--- config.mk ---
export PLATFORM = sky130hd
export DESIGN_NAME = snac_db15_reader_flat
export DESIGN_NICKNAME = d
export VERILOG_FILES = /design/src/rtl/snac_db15_reader_if.sv /design/src/rtl/snac_db15_reader.sv /design/src/flat_wrapper.sv
export SDC_FILE = /design/constraint.sdc
export NUM_CORES = 1
export LEC_CHECK = 0
export CAP_MARGIN = 10
export CORE_MARGIN = 2
export CORE_UTILIZATION = 45
export DETAILED_ROUTE_END_ITERATION = 10
export PLACE_DENSITY = 0.61
export SETUP_SLACK_MARGIN = 0.3
export SLEW_MARGIN = 40
export SYNTH_ARGS = -nofsm -noshare
export SYNTH_HDL_FRONTEND = slang
export SYNTH_SLANG_ARGS = --single-unit
--- constraint.sdc ---
create_clock -name clk_sys -period 3.05 [get_ports clk_sys]
set_input_delay 0.915 -clock clk_sys [delete_from_list [all_inputs] [get_ports clk_sys]]
set_output_delay 0.915 -clock clk_sys [all_outputs]
set_load 0.1 [all_outputs]
--- src/rtl/snac_db15_reader_if.sv ---
// Signals between the SNAC DB15 reader and the adapter pins and button consumers.
// The master modport is the reader's side of these signals.
interface snac_db15_reader_if;
    logic        enable;
    logic        joy_data;
    logic        joy_clk;
    logic        joy_load;
    logic [15:0] joystick1;
    logic [15:0] joystick2;
    logic        frame_done;
    logic        osd_combo;

    modport master (
        input  enable, joy_data,
        output joy_clk, joy_load, joystick1, joystick2, frame_done, osd_combo
    );

    modport slave (
        output enable, joy_data,
        input  joy_clk, joy_load, joystick1, joystick2, frame_done, osd_combo
    );
endinterface

--- src/rtl/snac_db15_reader.sv ---
// Serial reader for the SNAC DB15 adapter (two chained PISO registers, 12 buttons/player).
// Outputs change only after two consecutive identical frames.
//
//   state       | meaning
//   ------------+-------------------------------------------------------
//   ST_IDLE     | inter-frame gap, strobes idle high, gap counter running
//   ST_LOAD     | joy_load low for 2*CLK_DIV cycles (parallel load)
//   ST_SHIFT_LO | joy_clk low half period, sample on its last cycle
//   ST_SHIFT_HI | joy_clk high half period, adapter advances one bit
//   ST_DONE     | frame complete, compare with previous frame and commit
module snac_db15_reader #(
    parameter int CLK_DIV    = 16,
    parameter int GAP_CYCLES = 1024,
    parameter int NBITS      = 24
) (
    input  logic               clk_sys,
    input  logic               reset,
    snac_db15_reader_if.master bus
);
    localparam int PBITS = NBITS / 2;
    localparam int PW    = $clog2(2 * CLK_DIV);
    localparam int BW    = $clog2(NBITS + 1);

    localparam logic [PW-1:0] LOAD_LAST  = PW'(2 * CLK_DIV - 1);
    localparam logic [PW-1:0] PHASE_LAST = PW'(CLK_DIV - 1);
    localparam logic [BW-1:0] BIT_LAST   = BW'(NBITS - 1);
    localparam logic [15:0]   GAP_LAST   = 16'(GAP_CYCLES - 1);

    typedef enum logic [2:0] {
        ST_IDLE, ST_LOAD, ST_SHIFT_LO, ST_SHIFT_HI, ST_DONE
    } state_t;

    state_t state, state_next;

    logic             data_meta, data_sync;
    logic [15:0]      gap_cnt;
    logic [PW-1:0]    phase_cnt;
    logic [BW-1:0]    bit_cnt;
    logic [NBITS-1:0] frame_bits;
    logic [NBITS-1:0] prev_frame;
    logic [PBITS-1:0] joy1, joy2;
    logic             frame_done, osd_combo;
    logic             joy_clk, joy_load;

    always_ff @(posedge clk_sys) begin
        if (reset) begin
            data_meta <= 1'b1;
            data_sync <= 1'b1;
        end else begin
            data_meta <= bus.joy_data;
            data_sync <= data_meta;
        end
    end

    always_ff @(posedge clk_sys) begin
        if (reset) state <= ST_IDLE;
        else       state <= state_next;
    end

    always_comb begin
        state_next = state;
        if (!bus.enable) begin
            state_next = ST_IDLE;
        end else begin
            case (state)
                ST_IDLE:     if (gap_cnt == GAP_LAST) state_next = ST_LOAD;
                ST_LOAD:     if (phase_cnt == LOAD_LAST) state_next = ST_SHIFT_LO;
                ST_SHIFT_LO: if (phase_cnt == PHASE_LAST) state_next = ST_SHIFT_HI;
                ST_SHIFT_HI: if (phase_cnt == PHASE_LAST)
                                 state_next = (bit_cnt == BIT_LAST) ? ST_DONE : ST_SHIFT_LO;
                ST_DONE:     state_next = ST_IDLE;
                default:     state_next = ST_IDLE;
            endcase
        end
    end

    always_comb begin
        joy_clk  = 1'b1;
        joy_load = 1'b1;
        case (state)
            ST_LOAD:     joy_load = 1'b0;
            ST_SHIFT_LO: joy_clk  = 1'b0;
            default:     ;
        endcase
    end

    // Timers restart on every state change; the bit index survives LO/HI toggling.
    always_ff @(posedge clk_sys) begin
        if (reset) begin
            gap_cnt    <= '0;
            phase_cnt  <= '0;
            bit_cnt    <= '0;
            frame_bits <= '0;
            prev_frame <= '0;
            joy1       <= '0;
            joy2       <= '0;
            frame_done <= 1'b0;
            osd_combo  <= 1'b0;
        end else begin
            frame_done <= 1'b0;
            gap_cnt    <= (bus.enable && state == ST_IDLE && state_next == ST_IDLE)
                          ? gap_cnt + 16'd1 : '0;
            phase_cnt  <= (state_next == state &&
                           (state == ST_LOAD || state == ST_SHIFT_LO || state == ST_SHIFT_HI))
                          ? phase_cnt + PW'(1) : '0;

            if (state == ST_LOAD)
                bit_cnt <= '0;
            else if (state == ST_SHIFT_HI && phase_cnt == PHASE_LAST)
                bit_cnt <= bit_cnt + BW'(1);

            if (state == ST_SHIFT_LO && phase_cnt == PHASE_LAST)
                frame_bits[bit_cnt] <= ~data_sync;

            if (!bus.enable) begin
                prev_frame <= '0;
                joy1       <= '0;
                joy2       <= '0;
                osd_combo  <= 1'b0;
            end else begin
                osd_combo <= joy1[8] & joy1[6];
                if (state == ST_DONE) begin
                    prev_frame <= frame_bits;
                    frame_done <= 1'b1;
                    if (frame_bits == prev_frame) begin
                        joy1 <= frame_bits[PBITS-1:0];
                        joy2 <= frame_bits[NBITS-1:PBITS];
                    end
                end
            end
        end
    end

    assign bus.joy_clk    = joy_clk;
    assign bus.joy_load   = joy_load;
    assign bus.joystick1  = {{(16 - PBITS){1'b0}}, joy1};
    assign bus.joystick2  = {{(16 - PBITS){1'b0}}, joy2};
    assign bus.frame_done = frame_done;
    assign bus.osd_combo  = osd_combo;
endmodule

--- src/flat_wrapper.sv ---
// flat-port wrapper written by rule: the top's interface ports become plain ports
module snac_db15_reader_flat 
#(
    parameter int CLK_DIV    = 16,
    parameter int GAP_CYCLES = 1024,
    parameter int NBITS      = 24
)
  (clk_sys, reset, bus_enable, bus_joy_data, bus_joy_clk, bus_joy_load, bus_joystick1, bus_joystick2, bus_frame_done, bus_osd_combo);
  snac_db15_reader_if bus_i ();
  input  logic clk_sys;
  input  logic reset;
  input wire logic [$bits(bus_i.enable)-1:0] bus_enable;
  input wire logic [$bits(bus_i.joy_data)-1:0] bus_joy_data;
  output wire logic [$bits(bus_i.joy_clk)-1:0] bus_joy_clk;
  output wire logic [$bits(bus_i.joy_load)-1:0] bus_joy_load;
  output wire logic [$bits(bus_i.joystick1)-1:0] bus_joystick1;
  output wire logic [$bits(bus_i.joystick2)-1:0] bus_joystick2;
  output wire logic [$bits(bus_i.frame_done)-1:0] bus_frame_done;
  output wire logic [$bits(bus_i.osd_combo)-1:0] bus_osd_combo;
  assign bus_i.enable = bus_enable;
  assign bus_i.joy_data = bus_joy_data;
  assign bus_joy_clk = bus_i.joy_clk;
  assign bus_joy_load = bus_i.joy_load;
  assign bus_joystick1 = bus_i.joystick1;
  assign bus_joystick2 = bus_i.joystick2;
  assign bus_frame_done = bus_i.frame_done;
  assign bus_osd_combo = bus_i.osd_combo;
  snac_db15_reader #(.CLK_DIV(CLK_DIV), .GAP_CYCLES(GAP_CYCLES), .NBITS(NBITS)) u_core (.clk_sys(clk_sys), .reset(reset), .bus(bus_i));
endmodule
==> impl_table.tex <==
\begin{tabular}{lr}
\hline
Metric & Value \\
\hline
\multicolumn{2}{l}{\textbf{Timing}} \\
\quad Number of max-slew violations in the final report & 0 \\
\quad Accumulated negative setup slack & 0 ns \\
\quad Fin crit period & 2.46 ns \\
\quad Final Cycle Share & 80.7\% \\
\quad Worst Hold Margin & 0.434 ns \\
\quad Max frequency & 406 MHz \\
\quad Slew margin rel. & 48.9\% \\
\quad Setup-failing EPs final & 0 \\
\quad Setup repair after global routing missed its margin & false \\
\quad Worst clock skew on the final layout & 0.00989 ns \\
\quad Final hold vios & 0 \\
\quad Transition time at the pin with the least slew margin & 0.764 ns \\
\multicolumn{2}{l}{\textbf{Floorplan}} \\
\quad Std-Cell Rows & 36 \\
\quad Core region area & 0.00968 sq mm \\
\quad Boundary Pins & 40 \\
\quad Full die area & 0.0107 sq mm \\
\quad Die height & 103 um \\
\quad Die span in x & 103 um \\
\quad Starting utilization of the core area & 45.8\% \\
\multicolumn{2}{l}{\textbf{Logic synthesis}} \\
\quad Sequential cell area fraction in the yosys report & 47.4\% \\
\quad Count of synthesis-stage warnings from yosys & 0 \\
\quad FF+latch count, synth & 105 \\
\quad Average footprint of a synthesized cell & 8.70 sq um \\
\quad Number of distinct library cells after synthesis & 34 \\
\quad Synth Cell Area & 0.00444 sq mm \\
\quad Mapped Cells & 510 \\
\multicolumn{2}{l}{\textbf{Global routing}} \\
\quad Largest net degree at the start of global routing & 50 \\
\quad Global-route wire length before repair & 15800 um \\
\quad Initial antenna violation count & 0 \\
\quad GRT Total Usage & 19.0\% \\
\quad Via count of the first global-routing pass & 3107 \\
\quad Congestion Overflow GR & 0 \\
\multicolumn{2}{l}{\textbf{Clock tree}} \\
\quad Level count of the clock H-tree & 3 \\
\quad TritonCTS clock tree & yes \\
\quad Max Buffers Root-to-Sink & 2 \\
\quad Post-cts resize count & 0 \\
\quad Clock transition at the register clock pins on the worst setup and hold paths after CTS & 0.09 ns \\
\quad Count of hold buffers inserted by post-cts repair & 0 \\
\quad Root cell of the clock tree & clkbuf\_8 \\
\quad Clk Latency, worst-skew pair & 0.36 ns \\
\quad Number of buffers created by CTS & 9 \\
\quad Number of sinks handled by clock tree synthesis & 105 \\
\quad Buffer count from post-CTS setup fixing & 0 \\
\multicolumn{2}{l}{\textbf{Layout}} \\
\quad Most common cell after layout, fill and taps aside & dfxtp\_1 \\
\quad Leading cell types in the layout, fill and taps excluded & dfxtp\_1 (104), a21oi\_1 (73), nand2\_1 (57) \\
\quad Fin nets & 533 \\
\quad Layout cells sized above 1 & 11.4\% \\
\quad Area growth syn-to-layout & 10.5\% \\
\quad Diodes inserted & 0 \\
\multicolumn{2}{l}{\textbf{Power and ir drop}} \\
\quad Worst voltage drop across the vdd grid & 229 uV \\
\quad LEAKAGE & 1.81 nW \\
\quad Power Dens Cells & 467 mW/mm\^{}2 \\
\multicolumn{2}{l}{\textbf{Setup path}} \\
\quad Crit path max fanout & 8 \\
\quad Crit path launch type & flop \\
\quad CP arrival & 1.55 ns \\
\quad Max incr delay on CP & 0.47 ns \\
\quad CP Data Required Time & 2.13 ns \\
\quad Crit Path Category & reg -> out \\
\quad Critical Path, Cell by Cell & nand2b\_1 > or2\_2 > buf\_4 \\
\quad Cell at the slowest stage of the critical path & dfxtp\_1 \\
\quad Crit end category & output port \\
\multicolumn{2}{l}{\textbf{Route}} \\
\quad DRC violation count after routing & 0 \\
\quad Post-route antenna net violation count & 0 \\
\quad Detailed-route via count & 3458 \\
\quad Number of DRC violations after detailed-routing iteration 0 & 130 \\
\quad Wirelength per Cell & 14.3 um \\
\quad WL final & 9430 um \\
\quad Detailed-route vias per instance & 5.26 \\
\quad Number of optimization iterations in the first detailed-route pass & 4 \\
\multicolumn{2}{l}{\textbf{Place}} \\
\quad Dpl hpwl & 6430 um \\
\quad Last weighted congestion value of the routability-driven placer & 0.814 \\
\quad Count of input and output buffers & 31 \\
\multicolumn{2}{l}{\textbf{Job}} \\
\quad Max-capacitance violation count & 0 \\
\multicolumn{2}{l}{\textbf{Min path}} \\
\quad Type of the most critical hold path & reg -> reg \\
\multicolumn{2}{l}{\textbf{Outcome}} \\
\quad Run status & finished, final reports clean \\
\hline
\end{tabular}
[cells by family after synthesis]
family                     synth area share [%]
other                                    0.0845
AOI/OAI and AO/OA                          16.3
buffers and inverters                      5.75
muxes                                     0.479
adders and majority gates                  2.54
xor gates and xnor gates                   8.68
and+or+nand+nor                            18.8
DFF                                        47.4
[path summary, 6_finish.rpt]
kind,endpoint,cells after the start,slack [ns],start
min,u_core.data_sync,1,0.43,u_core.data_meta
max reg2reg,u_core.joy1[11],6,0.70,u_core.state[1]
max,bus_joy_load,3,0.59,u_core.state[0]
min reg2reg,u_core.data_sync,1,0.43,u_core.data_meta
[synth_stat cells]
library cell / count / area (sq um)
dfxtp_1: 105 / 2100
a21oi_1: 73 / 365
nand2_1: 57 / 214
xor2_1: 37 / 324
nand3_1: 36 / 180
nor2_1: 33 / 124
clkbuf_1: 31 / 116
a311oi_1: 24 / 210
o21ai_0: 24 / 120
and3_1: 13 / 81.3
buf_4: 9 / 67.6
ha_1: 9 / 113
xnor2_1: 7 / 61.3
inv_1: 6 / 22.5
nand4_1: 6 / 37.5
nor3_1: 5 / 25.0
nor4_1: 5 / 31.3
nand2b_1: 4 / 25.0
buf_2: 3 / 15.0
buf_6: 3 / 33.8
nor3b_1: 3 / 22.5
or2_2: 3 / 18.8
and4_1: 2 / 17.5
nor2b_1: 2 / 12.5
a2111oi_0: 1 / 8.76
a311o_1: 1 / 10.0
and2_1: 1 / 6.26
and3b_1: 1 / 8.76
conb_1: 1 / 3.75
mux2_2: 1 / 11.3
mux2i_1: 1 / 10.0
nor4_4: 1 / 21.3
o221ai_1: 1 / 8.76
or3b_1: 1 / 8.76
[flip-flops by register name (all words and copies together) (netlist names)]
signal,count
u_core.gap_cnt,16
u_core.joy1,12
u_core.phase_cnt,5
u_core.bit_cnt,5
u_core.data_sync,1
u_core.joy2,12
u_core.bus.frame_done,1
u_core.data_meta,1
u_core.state,3
u_core.prev_frame,24
u_core.bus.osd_combo,1
u_core.frame_bits,24
[critical path, delay by kind of cell (launching register included)]
family                 cells  cell delay [ns]
buffers and inverters      1             0.24
AND/OR/NAND/NOR            2             0.49
flip-flops                 1             0.47
[area by class of cell]
type / count / area [sq um]
fillers: 967 / 4780
well taps: 133 / 166
flip-flops and latches: 105 / 2100
clock inverters: 4 / 53.8
multi-input cells: 360 / 2130
inverters: 6 / 22.5
repair buffers: 38 / 293
clock buffers: 12 / 135
[metal layers]
layer / global-route usage (%) / up-vias / share of wire (%)
li1: - / 1775 / -
met1: 26.5 / 1608 / 48
met2: 30.4 / 63 / 47
met3: 3.23 / 12 / 3.6
met4: 5.77 / 0 / 1.3
met5: 0 / - / 0
[power by group]
part	switching (mW)	internal [mW]	leakage (nW)
clock network	0.455	0.383	0.0868
registers	0.00524	1.37	0.846
logic	0.0667	0.00951	0.881
total	0.527	1.76	1.81
[per-stage QoR]
step | util, % | total power [mW] | area [sq um] | cells | setup WS, ns
floorplan | - | 1.48 | 4460 | 517 | 0.928
global placement | 48.5 | 1.48 | 4700 | 642 | 0.550
detailed placement | 48.5 | 1.49 | 4700 | 642 | 0.453
CTS | 50.5 | 2.31 | 4890 | 658 | 0.570
global route | 50.6 | 2.40 | 4900 | 658 | 0.442
finish | 50.6 | 2.29 | 4900 | 658 | 0.588
Power figures use the tool's default switching activity.
